--- src/rtl/veopixels_multichannel.sv ---
// WS2812-style serial encoder driving CHANNELS strips in lockstep with a start/busy/done handshake.
// Build macro VEOPIXELS_BRIGHTNESS_EN adds a brightness input that scales colour bytes at capture.
module veopixels_multichannel #(
  parameter int LENGTH   = 10,
  parameter int CHANNELS = 1,
  parameter int T_BIT    = 63,
  parameter int T0H      = 20,
  parameter int T1H      = 40,
  parameter int T_RST    = 3000
) (
  input  logic                         clk,
  input  logic                         rst_n,
  input  logic [CHANNELS*LENGTH*24-1:0] strip,
  input  logic                         start,
`ifdef VEOPIXELS_BRIGHTNESS_EN
  input  logic [7:0]                   brightness,
`endif
  output logic                         busy,
  output logic                         done,
  output logic [CHANNELS-1:0]          DO
);

  localparam int NBITS = 24 * LENGTH;
  localparam int CYC_W = $clog2(T_BIT);
  localparam int IDX_W = $clog2(NBITS);
  localparam int LAT_W = $clog2(T_RST + 1);

  localparam logic [CYC_W-1:0] CYC_LAST = CYC_W'(T_BIT - 1);
  localparam logic [CYC_W-1:0] T0H_C    = CYC_W'(T0H);
  localparam logic [CYC_W-1:0] T1H_C    = CYC_W'(T1H);
  localparam logic [IDX_W-1:0] IDX_LAST = IDX_W'(NBITS - 1);
  localparam logic [LAT_W-1:0] LAT_LAST = LAT_W'(T_RST - 1);

  if (T0H < 1 || T1H <= T0H || T_BIT <= T1H || T_RST < 1 || LENGTH < 1 || CHANNELS < 1)
  begin : g_param_check
    $fatal(1, "veopixels_multichannel: illegal timing or size parameters");
  end

  typedef enum logic [1:0] {IDLE, SEND, LATCH} state_t;

  logic [CHANNELS*NBITS-1:0] strip_eff;

`ifdef VEOPIXELS_BRIGHTNESS_EN
  always_comb begin
    strip_eff = '0;
    for (int i = 0; i < CHANNELS * LENGTH * 3; i++) begin
      strip_eff[i*8 +: 8] = 8'((16'(strip[i*8 +: 8]) * (16'(brightness) + 16'd1)) >> 8);
    end
  end
`else
  assign strip_eff = strip;
`endif

  // Reorder at capture so the shadow is indexed directly by transmit order.
  logic [CHANNELS-1:0][NBITS-1:0] frame_cap;
  always_comb begin
    frame_cap = '0;
    for (int c = 0; c < CHANNELS; c++) begin
      for (int j = 0; j < NBITS; j++) begin
        frame_cap[c][j] = strip_eff[c*NBITS + (j/24)*24 + 23 - (j%24)];
      end
    end
  end

  state_t                         state_q, state_d;
  logic [CYC_W-1:0]               cyc_q, cyc_d;
  logic [IDX_W-1:0]               idx_q, idx_d;
  logic [LAT_W-1:0]               lat_q, lat_d;
  logic [CHANNELS-1:0][NBITS-1:0] shadow_q, shadow_d;
  logic [CHANNELS-1:0]            do_q, do_d;
  logic                           busy_q, busy_d;
  logic                           done_q, done_d;
  logic                           guard_q, guard_d;

  always_comb begin
    state_d  = state_q;
    cyc_d    = cyc_q;
    idx_d    = idx_q;
    lat_d    = lat_q;
    shadow_d = shadow_q;
    do_d     = '0;
    busy_d   = busy_q;
    done_d   = 1'b0;
    guard_d  = guard_q;
    case (state_q)
      IDLE: begin
        busy_d = 1'b0;
        if (start) begin
          shadow_d = frame_cap;
          cyc_d    = '0;
          idx_d    = '0;
          state_d  = SEND;
        end
      end
      SEND: begin
        busy_d = 1'b1;
        for (int c = 0; c < CHANNELS; c++) begin
          do_d[c] = cyc_q < (shadow_q[c][idx_q] ? T1H_C : T0H_C);
        end
        if (cyc_q == CYC_LAST) begin
          cyc_d = '0;
          if (idx_q == IDX_LAST) begin
            idx_d   = '0;
            lat_d   = '0;
            state_d = LATCH;
          end else begin
            idx_d = idx_q + IDX_W'(1);
          end
        end else begin
          cyc_d = cyc_q + CYC_W'(1);
        end
      end
      default: begin
        busy_d = 1'b1;
        if (lat_q == LAT_LAST) begin
          // The reset guard latch ends silently and never chains into a frame.
          lat_d   = '0;
          busy_d  = 1'b0;
          done_d  = !guard_q;
          guard_d = 1'b0;
          state_d = IDLE;
          if (start && !guard_q) begin
            shadow_d = frame_cap;
            cyc_d    = '0;
            idx_d    = '0;
            state_d  = SEND;
          end
        end else begin
          lat_d = lat_q + LAT_W'(1);
        end
      end
    endcase
  end

  always_ff @(posedge clk or negedge rst_n) begin
    if (!rst_n) begin
      state_q  <= LATCH;
      cyc_q    <= '0;
      idx_q    <= '0;
      lat_q    <= '0;
      shadow_q <= '0;
      do_q     <= '0;
      busy_q   <= 1'b1;
      done_q   <= 1'b0;
      guard_q  <= 1'b1;
    end else begin
      state_q  <= state_d;
      cyc_q    <= cyc_d;
      idx_q    <= idx_d;
      lat_q    <= lat_d;
      shadow_q <= shadow_d;
      do_q     <= do_d;
      busy_q   <= busy_d;
      done_q   <= done_d;
      guard_q  <= guard_d;
    end
  end

  assign DO   = do_q;
  assign busy = busy_q;
  assign done = done_q;

endmodule

--- config.mk ---
export PLATFORM = sky130hd
export DESIGN_NAME = veopixels_multichannel
export DESIGN_NICKNAME = d
export VERILOG_FILES = /design/src/rtl/veopixels_multichannel.sv
export SDC_FILE = /design/constraint.sdc
export NUM_CORES = 1
export LEC_CHECK = 0
export ABC_AREA = 1
export BUFFER_PORTS_ARGS = -buffer_cell sky130_fd_sc_hd__buf_2
export CAP_MARGIN = 10
export CORE_MARGIN = 3
export CORE_UTILIZATION = 52
export CTS_CLUSTER_SIZE = 16
export DETAILED_ROUTE_END_ITERATION = 16
export PLACE_DENSITY = 0.84
export RECOVER_POWER = 25
export SETUP_SLACK_MARGIN = 0.4
export SYNTH_ARGS = -nofsm -noshare
export SYNTH_HDL_FRONTEND = slang
export SYNTH_SLANG_ARGS = --single-unit
--- constraint.sdc ---
create_clock -name clk -period 4.53 [get_ports clk]
set_clock_uncertainty 0.15 [all_clocks]
set_input_delay 0.453 -clock clk [delete_from_list [all_inputs] [get_ports clk]]
set_output_delay 0.453 -clock clk [all_outputs]
set_load 0.05 [all_outputs]
==> results of run 1 <==
==> layout by cell type, fill, tap and decap left out, types with 2 or more instances in the layout <==
master           n
clkbuf_16       28
nor2_1          32
nor3_2           6
clkinv_1         2
buf_12           5
buf_4            5
dfstp_2          2
o211ai_1        19
inv_2            7
nor3_1           9
diode_2          5
o21ai_0         43
dfrtp_1        267
xor2_1           2
clkinv_2         8
ha_1             7
clkbuf_1         5
o21ai_1        168
nand3_1        144
dfrtp_4          2
bufinv_16        3
dlygate4sd3_1  210
clkbuf_8         6
nand2_1        657
nor2_2           3
a21oi_1         50
buf_2          242
inv_1          213
o22ai_1          3
nand2_2          3
nand4_1          2
==> per-layer routing <==
layer,vias up,routed length [um],share of wire,global-route usage
li1,6302,-,-,-
met5,-,21,0.00048,0
met4,4,2030,0.046,0.133
met3,164,3570,0.082,0.0553
met2,746,20500,0.47,0.496
met1,6406,17500,0.40,0.412
==> worst min-delay path by stage <==
stage / slack [ps] / start / end / cells after the start
2_1_floorplan: 7 / rst_n / DO$_DFF_PN0_ / 0
3_3_place_gp: 300 / shadow_q[206]$_DFFE_PN0P_ / shadow_q[206]$_DFFE_PN0P_ / 2
3_5_place_dp: 310 / shadow_q[179]$_DFFE_PN0P_ / shadow_q[179]$_DFFE_PN0P_ / 2
4_1_cts: 0.5 / strip[148] / shadow_q[163]$_DFFE_PN0P_ / 3
5_1_grt: 3 / strip[102] / shadow_q[113]$_DFFE_PN0P_ / 3
6_report: 0.004 / strip[102] / shadow_q[113]$_DFFE_PN0P_ / 3
==> cell families (layout without fill, tap and decap cells) <==
family | count (synthesis) | count (layout) | share of synthesized area
buffers and inverters | 323 | 737 | 0.108
XOR/XNOR | 2 | 2 | 0.00130
AO/OA/AOI/OAI | 290 | 290 | 0.113
other | 0 | 5 | 0
flip-flops | 272 | 272 | 0.506
adder cells (fa/ha/maj) | 7 | 7 | 0.00651
AND/OR/NAND/NOR | 863 | 863 | 0.265
==> area by class of cell <==
cell class / instances / area share
tap: 330 / 0.0234
inverter: 223 / 0.0474
clock inverter: 12 / 0.00842
timing repair buffer: 465 / 0.196
multi-input combinational: 1162 / 0.294
sequential: 272 / 0.386
antenna: 5 / 0.000708
clock buffer: 37 / 0.0449
==> through the flow <==
stage	setup slack, ps	instances	util	hold WS, ps
after global routing	795	2506	0.698	3.14
after detailed placement	1090	2242	0.578	307
after global placement	1210	2242	0.578	299
final	984	2506	0.698	0.00400
after CTS	1060	2501	0.699	0.502
after floorplan	2160	1757	-	7.41
==> power by group through the flow <==
stage          Combinational, mW  Sequential, mW  Clock (mW)
6_report                   0.314            2.43        2.38
5_1_grt                    0.342            2.43        2.51
4_1_cts                    0.299            2.43        2.39
3_5_place_dp               0.160            2.47           0
3_3_place_gp               0.158            2.47           0
2_1_floorplan           0.000567            2.47           0
==> registers in the layout (all words and copies together), names as in the netlist <==
signal / count
DO: 1
busy: 1
cyc_q: 6
done: 1
guard_q: 1
idx_q: 8
lat_q: 12
shadow_q: 240
state_q: 2
==> worst reg2reg max path, cell delays in order, from the launching register on <==
cell	delay, ps
dfrtp_4	730
clkinv_2	470
buf_12	330
nand2_1	170
nand3_1	60
nand2_1	120
nand2_1	90
nand2_1	100
inv_1	40
nand2_1	90
a21oi_1	90
nand3_1	80
nand3_1	90
nand2_1	100
inv_1	70
ha_1	290
a211o_1	270
a21oi_1	110
==> what timing repair did <==
| action | CTS | global route |
|---|---|---|
| hold buffers | 210 | 0 |
| setup endpoints to repair | 0 | 0 |
| endpoints found under the hold margin | 310 | 0 |
==> flow_summary.yaml, run 1 <==
outcome:
  status: "finished with violations"
  violations: "capacitance limit, slew limit"
timing:
  drv_slew: 104
  tightestPinTransition_ps: 2640
  finalCriticalPeriod_ps: 3550
  post-route-period-util: 0.783
  max_freq_mhz: 282
  setup_viol: 0
  finalSetupTns_ps: 0
  rsz0062_at_grt: "false"
  maxSlewHeadroom: -0.757
  finalHoldViolations: 0
pwr:
  p_switching_mw: 1.11
  pwr-share-comb: 0.061
  power_density_nw_per_um2: 290
  irDropWorstVdd_mv: 0.208
  power.internal_mw: 4.02
  p_leak_nw: 9.00
  total_power_mw: 5.13
  clockPowerShare: 0.465
  seq_power_share: 0.474
  switching_share: 0.216
clocking:
  cts_root_buf: "clkbuf_16"
  cts-htree-levels: 1
  clock_sinks: 272
  cts.repair.resized: 0
  clk_pin_slew_worst_paths_ps: 70
  clock_latency_ps: 570
  cts_tree: "built"
  cts_post_setup_buffers_inserted: 0
  cts_buffer_depth: 3
  numCtsBuffers: 28
cells_and_area:
  regArea_um2: 6820
  drive_gt1_frac: 0.151
  finalNetCount: 2402
  fin_area_um2: 17700
  fillCellCount: 1814
  area_growth_syn_to_layout_pct: 31.3
  multi_input_area_um2: 5190
worst_setup_path:
  path_cells: "clkinv_2 -> buf_12 -> nand2_1 -> nand3_1 -> nand2_1 -> nand2_1 -> nand2_1 -> inv_1 -> nand2_1 -> a21oi_1 -> nand3_1 -> nand3_1 -> nand2_1 -> inv_1 -> ha_1 -> a211o_1 -> a21oi_1"
  cp-end-kind: "flop"
  max_stage_delay_ps: 730
  r2r_slack_ps: 980
  start_kind: "flop"
  arrival_ps: 3870
  cp_max_fo: 63
  ff2ff_path_depth: 17
  cp.required_ps: 4850
  r2r-start: "idx_q[0]$_DFFE_PN0P_"
  critPathLaunch: "idx_q[0]$_DFFE_PN0P_"
  critical_path_class: "reg2reg"
  endpoint: "DO$_DFF_PN0_"
  critPathTopFamily: "buffers and inverters"
  critPathSlowestCell: "dfrtp_4"
  timing.rr.end: "DO$_DFF_PN0_"
  crit_buf_inv: 4
  crit_path_frequent_cell: "nand2_1"
  path_depth: 17
synthesis:
  postSynthAreaPerCell_um2: 7.66
  ys_seq_area_frac: 0.506
  syn_area_um2: 13500
  synthDistinctLibCells: 40
  synth_flop_cell: "dfrtp_1"
  synth_top_area_cell: "dfrtp_1"
  synth_edf_count: 0
  async_flop_share: 1.00
  synth.top_cell.area_share: 0.500
  ys_ff_latch: 272
  ys.warnings.count: 0
  synth_area_leaders: "dfrtp_1 (50%), nand2_1 (18%), o21ai_1 (6.2%)"
  syn_nets: 2007
  synth_common_cells: "nand2_1 (657), dfrtp_1 (269), inv_1 (214)"
  netlist_instances: 1757
  synth_most_common_cell: "nand2_1"
place:
  place.port_buffers: 245
  gp_congestion: 0.897
  place_area_um2: 14600
  post-dp-hpwl_um: 25200
route:
  wl_um: 43600
  remaining_drc_errors: 0
  via_per_inst: 5.44
  route.vias.total: 13600
  ant_nets: 0
  drt_iter0_drc: 1624
  dr.pass1.iters: 5
  post_drt_wl_per_cell_um: 17.4
min_path:
  hold_class: "in2reg"
floorplanning:
  die_y_um: 167
  ios: 246
  core_area_um2: 25300
  die_area_um2: 27900
  die_x_um: 167
  start_util: 0.531
  fp-row-count: 58
global_route:
  antenna_found_initial: 7
  grt_overflow_total: 0
  grt_use_total: 0.308
  grt_pass1_vias: 13600
  grt_max_degree: 264
  grt_pass1_wl_um: 70200
job:
  maxCapViolCount: 1
No activity file was read; power rests on OpenSTA's default activity.
==> run 2, diff against run 1 <==
- clock period: 4.53 -> 3.7 ns (I/O delays scaled with it)
==> flow_summary.yaml, run 2 (synthesis results as in run 1) <==
timing:
  post-route-period-util: 0.832
  finalHoldViolations: 0
  tightestPinTransition_ps: 2750
  finalCriticalPeriod_ps: 3080
  max_freq_mhz: 325
  layout_setup_ws_ps: 621
  whs_ps: 216
  maxSlewHeadroom: -0.836
  setup_viol: 0
  drv_slew: 102
  finalSetupTns_ps: 0
  rsz0062_at_grt: "false"
route:
  drt_iter0_drc: 1722
  remaining_drc_errors: 0
  post_drt_wl_per_cell_um: 18.2
  route.vias.total: 13900
  ant_nets: 0
  wl_um: 46200
  dr.pass1.iters: 6
  via_per_inst: 5.46
clocking:
  cts_buffer_depth: 3
  clk_pin_slew_worst_paths_ps: 60
  clock_sinks: 272
  cts_tree: "built"
  cts_root_buf: "clkbuf_16"
  cts_post_setup_buffers_inserted: 0
  cts-htree-levels: 1
  clock_latency_ps: 550
  numCtsBuffers: 28
floorplanning:
  die_y_um: 167
  start_util: 0.531
  die_area_um2: 27900
  die_x_um: 167
  core_area_um2: 25300
  fp-row-count: 58
  ios: 246
global_route:
  grt_use_total: 0.328
  grt_max_degree: 157
  grt_overflow_total: 0
  grt_pass1_vias: 14200
  grt_pass1_wl_um: 74400
  antenna_found_initial: 3
outcome:
  violations: "capacitance limit, slew limit"
  status: "finished with violations"
worst_setup_path:
  cp-end-kind: "flop"
  cp.required_ps: 4010
  start_kind: "flop"
  cp_max_fo: 32
  arrival_ps: 3390
  critical_path_class: "reg2reg"
place:
  gp_congestion: 0.860
  place.port_buffers: 245
  place_area_um2: 14800
  dp_cells: 2252
  post-dp-hpwl_um: 25900
  place_ws_ps: 620
pwr:
  clockPowerShare: 0.441
  switching_share: 0.216
  total_power_mw: 6.07
  seq_power_share: 0.490
  p_leak_nw: 9.14
  pwr-share-comb: 0.069
  p_switching_mw: 1.31
  power.internal_mw: 4.76
  power_density_nw_per_um2: 337
  irDropWorstVdd_mv: 0.218
cells_and_area:
  area_growth_syn_to_layout_pct: 33.8
  largest_register: "shadow_q"
  fillCellCount: 1764
  mostFrequentLayoutCells: "nand2_1 (657), dfrtp_1 (267), buf_2 (244)"
  regArea_um2: 6820
  largestRegisters: "shadow_q: 240 flops, lat_q: 12 flops, idx_q: 8 flops"
  drive_gt1_frac: 0.151
  multi_input_area_um2: 5200
  largest_reg_flops: 240
  fin_area_um2: 18000
  finalNetCount: 2443
  final_common_cell: "nand2_1"
  layout.cells.non_filler: 2541
  post-route-util: 0.711
job:
  maxCapViolCount: 1
min_path:
  hold_class: "in2reg"
## run 2: cell types whose count changed in the layout (fill, tap and decap cells not counted), moves of 2 or more
cell,delta
buf_12,+3
diode_2,-3
buf_2,+2
clkinv_2,-5
dlygate4sd3_1,+31
buf_4,+7
bufinv_16,-3
clkbuf_1,+4
## run 2: power by group through the flow
| stage | clock (mW) | sequential, mW | combinational, mW |
|---|---|---|---|
| floorplan | 0 | 3.03 | 0.000693 |
| global placement | 0 | 3.03 | 0.195 |
| detailed placement | 0 | 3.03 | 0.198 |
| CTS | 2.69 | 2.97 | 0.394 |
| global route | 2.81 | 2.97 | 0.450 |
| finish | 2.67 | 2.97 | 0.419 |
## run 2: final timing paths
path | slack, ps | from | depth (start not counted) | endpoint
worst max-delay path | 620 | idx_q[1]$_DFFE_PN0P_ | 15 | DO$_DFF_PN0_
worst min-delay path | 220 | start | 6 | state_q[0]$_DFFE_PN0P_
worst max register to register | 620 | idx_q[1]$_DFFE_PN0P_ | 15 | DO$_DFF_PN0_
worst min register to register | 320 | shadow_q[124]$_DFFE_PN0P_ | 2 | shadow_q[124]$_DFFE_PN0P_
max in group asynchronous | 700 | rst_n | 2 | shadow_q[191]$_DFFE_PN0P_
min in group asynchronous | 1070 | rst_n | 2 | shadow_q[68]$_DFFE_PN0P_
## run 2: routing by layer
metal	share of wire	vias up	global-route usage	wire length, um
li1	-	6381	-	-
met1	0.39	6445	0.427	18100
met3	0.089	197	0.0634	4100
met4	0.050	2	0.143	2320
met2	0.47	860	0.539	21600
met5	0.00019	-	0	9
## run 2: timing repair
| item | CTS | global route |
|---|---|---|
| hold buffers | 241 | 0 |
| setup endpoints to repair | 0 | 1 |
| gates resized for setup | 0 | 1 |
| endpoints found under the hold margin | 340 | 0 |
## run 2: layout make-up
| type | count | share of cell area |
|---|---|---|
| Sequential cell | 272 | 0.379 |
| Multi-Input combinational cell | 1162 | 0.289 |
| Timing Repair Buffer | 506 | 0.216 |
| Inverter | 223 | 0.0468 |
| Clock buffer | 43 | 0.0460 |
| Tap cell | 330 | 0.0229 |
| Clock inverter | 3 | 0.000973 |
| Antenna cell | 2 | 0.000278 |
## run 2: worst max-delay path, stage by stage, from the launching register on
cell     delay [ps]
dfrtp_4         640
inv_2           340
buf_4           270
nand3_1         120
nand2_1          80
a21oi_1          60
nor2_1          200
nand2_1          70
nand3_1          80
nand3_1          70
nand3_1          90
nand2_1          80
inv_1            80
ha_1            240
a211o_1         260
a21oi_1         130
==> run 3, diff against run 2 <==
- clock period: 3.7 -> 3 ns (I/O delays scaled with it)
==> flow_summary.yaml, run 3 (synthesis results as in run 1) <==
clocking:
  cts_buffer_depth: 3
  cts_tree: "built"
  clk_pin_slew_worst_paths_ps: 60
  clock_latency_ps: 580
  cts-htree-levels: 1
  numCtsBuffers: 29
  cts_root_buf: "clkbuf_16"
  clock_sinks: 272
pwr:
  irDropWorstVdd_mv: 0.452
  p_leak_nw: 9.47
  power_density_nw_per_um2: 429
global_route:
  grt_pass1_vias: 14600
  antenna_found_initial: 6
  grt_max_degree: 121
  grt_use_total: 0.343
  grt_pass1_wl_um: 77000
  grt_overflow_total: 0
timing:
  rsz0062_at_grt: "true"
  maxSlewHeadroom: 0.0116
  post-route-period-util: 0.896
  setup_viol: 0
  finalHoldViolations: 0
  finalCriticalPeriod_ps: 2690
  drv_slew: 0
  finalSetupTns_ps: 0
  max_freq_mhz: 372
  whs_ps: 149
  tightestPinTransition_ps: 1480
min_path:
  hold_class: "in2reg"
floorplanning:
  die_x_um: 167
  core_area_um2: 25300
  start_util: 0.531
  die_area_um2: 27900
  fp-row-count: 58
  die_y_um: 167
  ios: 246
route:
  post_drt_wl_per_cell_um: 19.5
  ant_nets: 0
  dr.pass1.iters: 9
  wl_um: 50200
  via_per_inst: 5.65
  drt_iter0_drc: 1917
  remaining_drc_errors: 0
  route.vias.total: 14500
worst_setup_path:
  crit_path_frequent_cell: "nand2_1"
  crit_buf_inv: 4
  critPathSlowestCell: "dfrtp_4"
  cp_max_fo: 12
  critical_path_class: "reg2reg"
  arrival_ps: 3030
  start_kind: "flop"
  cp.required_ps: 3340
  cp-end-kind: "flop"
  path_cells: "clkinv_8 -> clkbuf_16 -> nand2_1 -> nand3_1 -> nand2_1 -> nand2_1 -> nand2_1 -> inv_1 -> nand2_1 -> a21oi_1 -> nand3_1 -> nand3_2 -> nand2_2 -> inv_2 -> ha_4 -> a211o_1 -> a21oi_2"
  critPathTopFamily: "simple AND/OR/NAND/NOR gates"
  max_stage_delay_ps: 590
cells_and_area:
  largestRegisters: "shadow_q: 240 flops, lat_q: 12 flops, idx_q: 8 flops"
  regArea_um2: 6820
  largest_reg_flops: 240
  finalNetCount: 2467
  fillCellCount: 1629
  multi_input_area_um2: 5330
  drive_gt1_frac: 0.180
  mostFrequentLayoutCells: "nand2_1 (653), dfrtp_1 (267), buf_2 (244)"
  final_common_cell: "nand2_1"
  fin_area_um2: 18800
  largest_register: "shadow_q"
  area_growth_syn_to_layout_pct: 39.7
place:
  place_area_um2: 14900
  place.port_buffers: 245
  gp_congestion: 0.932
  post-dp-hpwl_um: 26400
outcome:
  status: "finished clean"
job:
  maxCapViolCount: 0
## run 3: layout make-up
cell class / instances / share of cell area
Antenna cell: 4 / 0.000532
Clock buffer: 33 / 0.0410
Clock inverter: 20 / 0.0133
Inverter: 223 / 0.0455
Multi-Input combinational cell: 1162 / 0.283
Sequential cell: 272 / 0.363
Tap cell: 330 / 0.0220
Timing Repair Buffer: 529 / 0.232
## run 3: where the power goes
part,internal (mW),switching (mW)
clock,2.28,1.59
combinational,0.321,0.195
sequential,3.67,0
total,6.27,1.79
## run 3: through the flow
step / instances / worst slack, ps / power [mW] / utilization
5_1_grt: 2572 / 168 / 8.26 / 0.742
2_1_floorplan: 1757 / 631 / 3.74 / -
3_5_place_dp: 2263 / 302 / 3.98 / 0.588
6_report: 2573 / 311 / 8.06 / 0.742
4_1_cts: 2561 / 371 / 8.01 / 0.730
3_3_place_gp: 2263 / 365 / 3.98 / 0.588
## run 3: path summary, 6_finish.rpt
path                                     startpoint                        to  slack (ps)  cells past startpoint
max                            idx_q[0]$_DFFE_PN0P_              DO$_DFF_PN0_         310                     17
max reg2reg                    idx_q[0]$_DFFE_PN0P_              DO$_DFF_PN0_         310                     17
max in group asynchronous                     rst_n   shadow_q[2]$_DFFE_PN0P_         630                      3
min in group asynchronous                     rst_n  shadow_q[62]$_DFFE_PN0P_         160                      2
min                                           start    state_q[1]$_DFFE_PN1P_         150                      5
min reg2reg                shadow_q[43]$_DFFE_PN0P_  shadow_q[43]$_DFFE_PN0P_         320                      2
## run 3: routing by layer
metal	part of all wire	GRT usage	vias to the layer above	wire length, um
met5	0.00066	0	-	33
met3	0.10	0.0665	244	5100
met4	0.060	0.176	6	3020
met2	0.47	0.564	985	23800
li1	-	-	6453	-
met1	0.36	0.433	6847	18200
## run 3: what timing repair did
action / CTS / global route
hold buffers: 241 / 0
resized for setup: 15 / 37
cloned: 3 / 8
buffers inserted: 1 / 0
endpoints found under the setup margin: 5 / 7
pin swaps: 8 / 8
hold endpoints to repair: 315 / 0
## run 3: worst register-to-register path, cell delays in order, from the launching register on
cell       delay (ps)
dfrtp_4           590
clkinv_8          150
clkbuf_16         190
nand2_1            60
nand3_1            70
nand2_1            70
nand2_1            70
nand2_1            80
inv_1              60
nand2_1            70
a21oi_1           140
nand3_1           100
nand3_2           100
nand2_2            60
inv_2              70
ha_4              200
a211o_1           260
a21oi_2           120
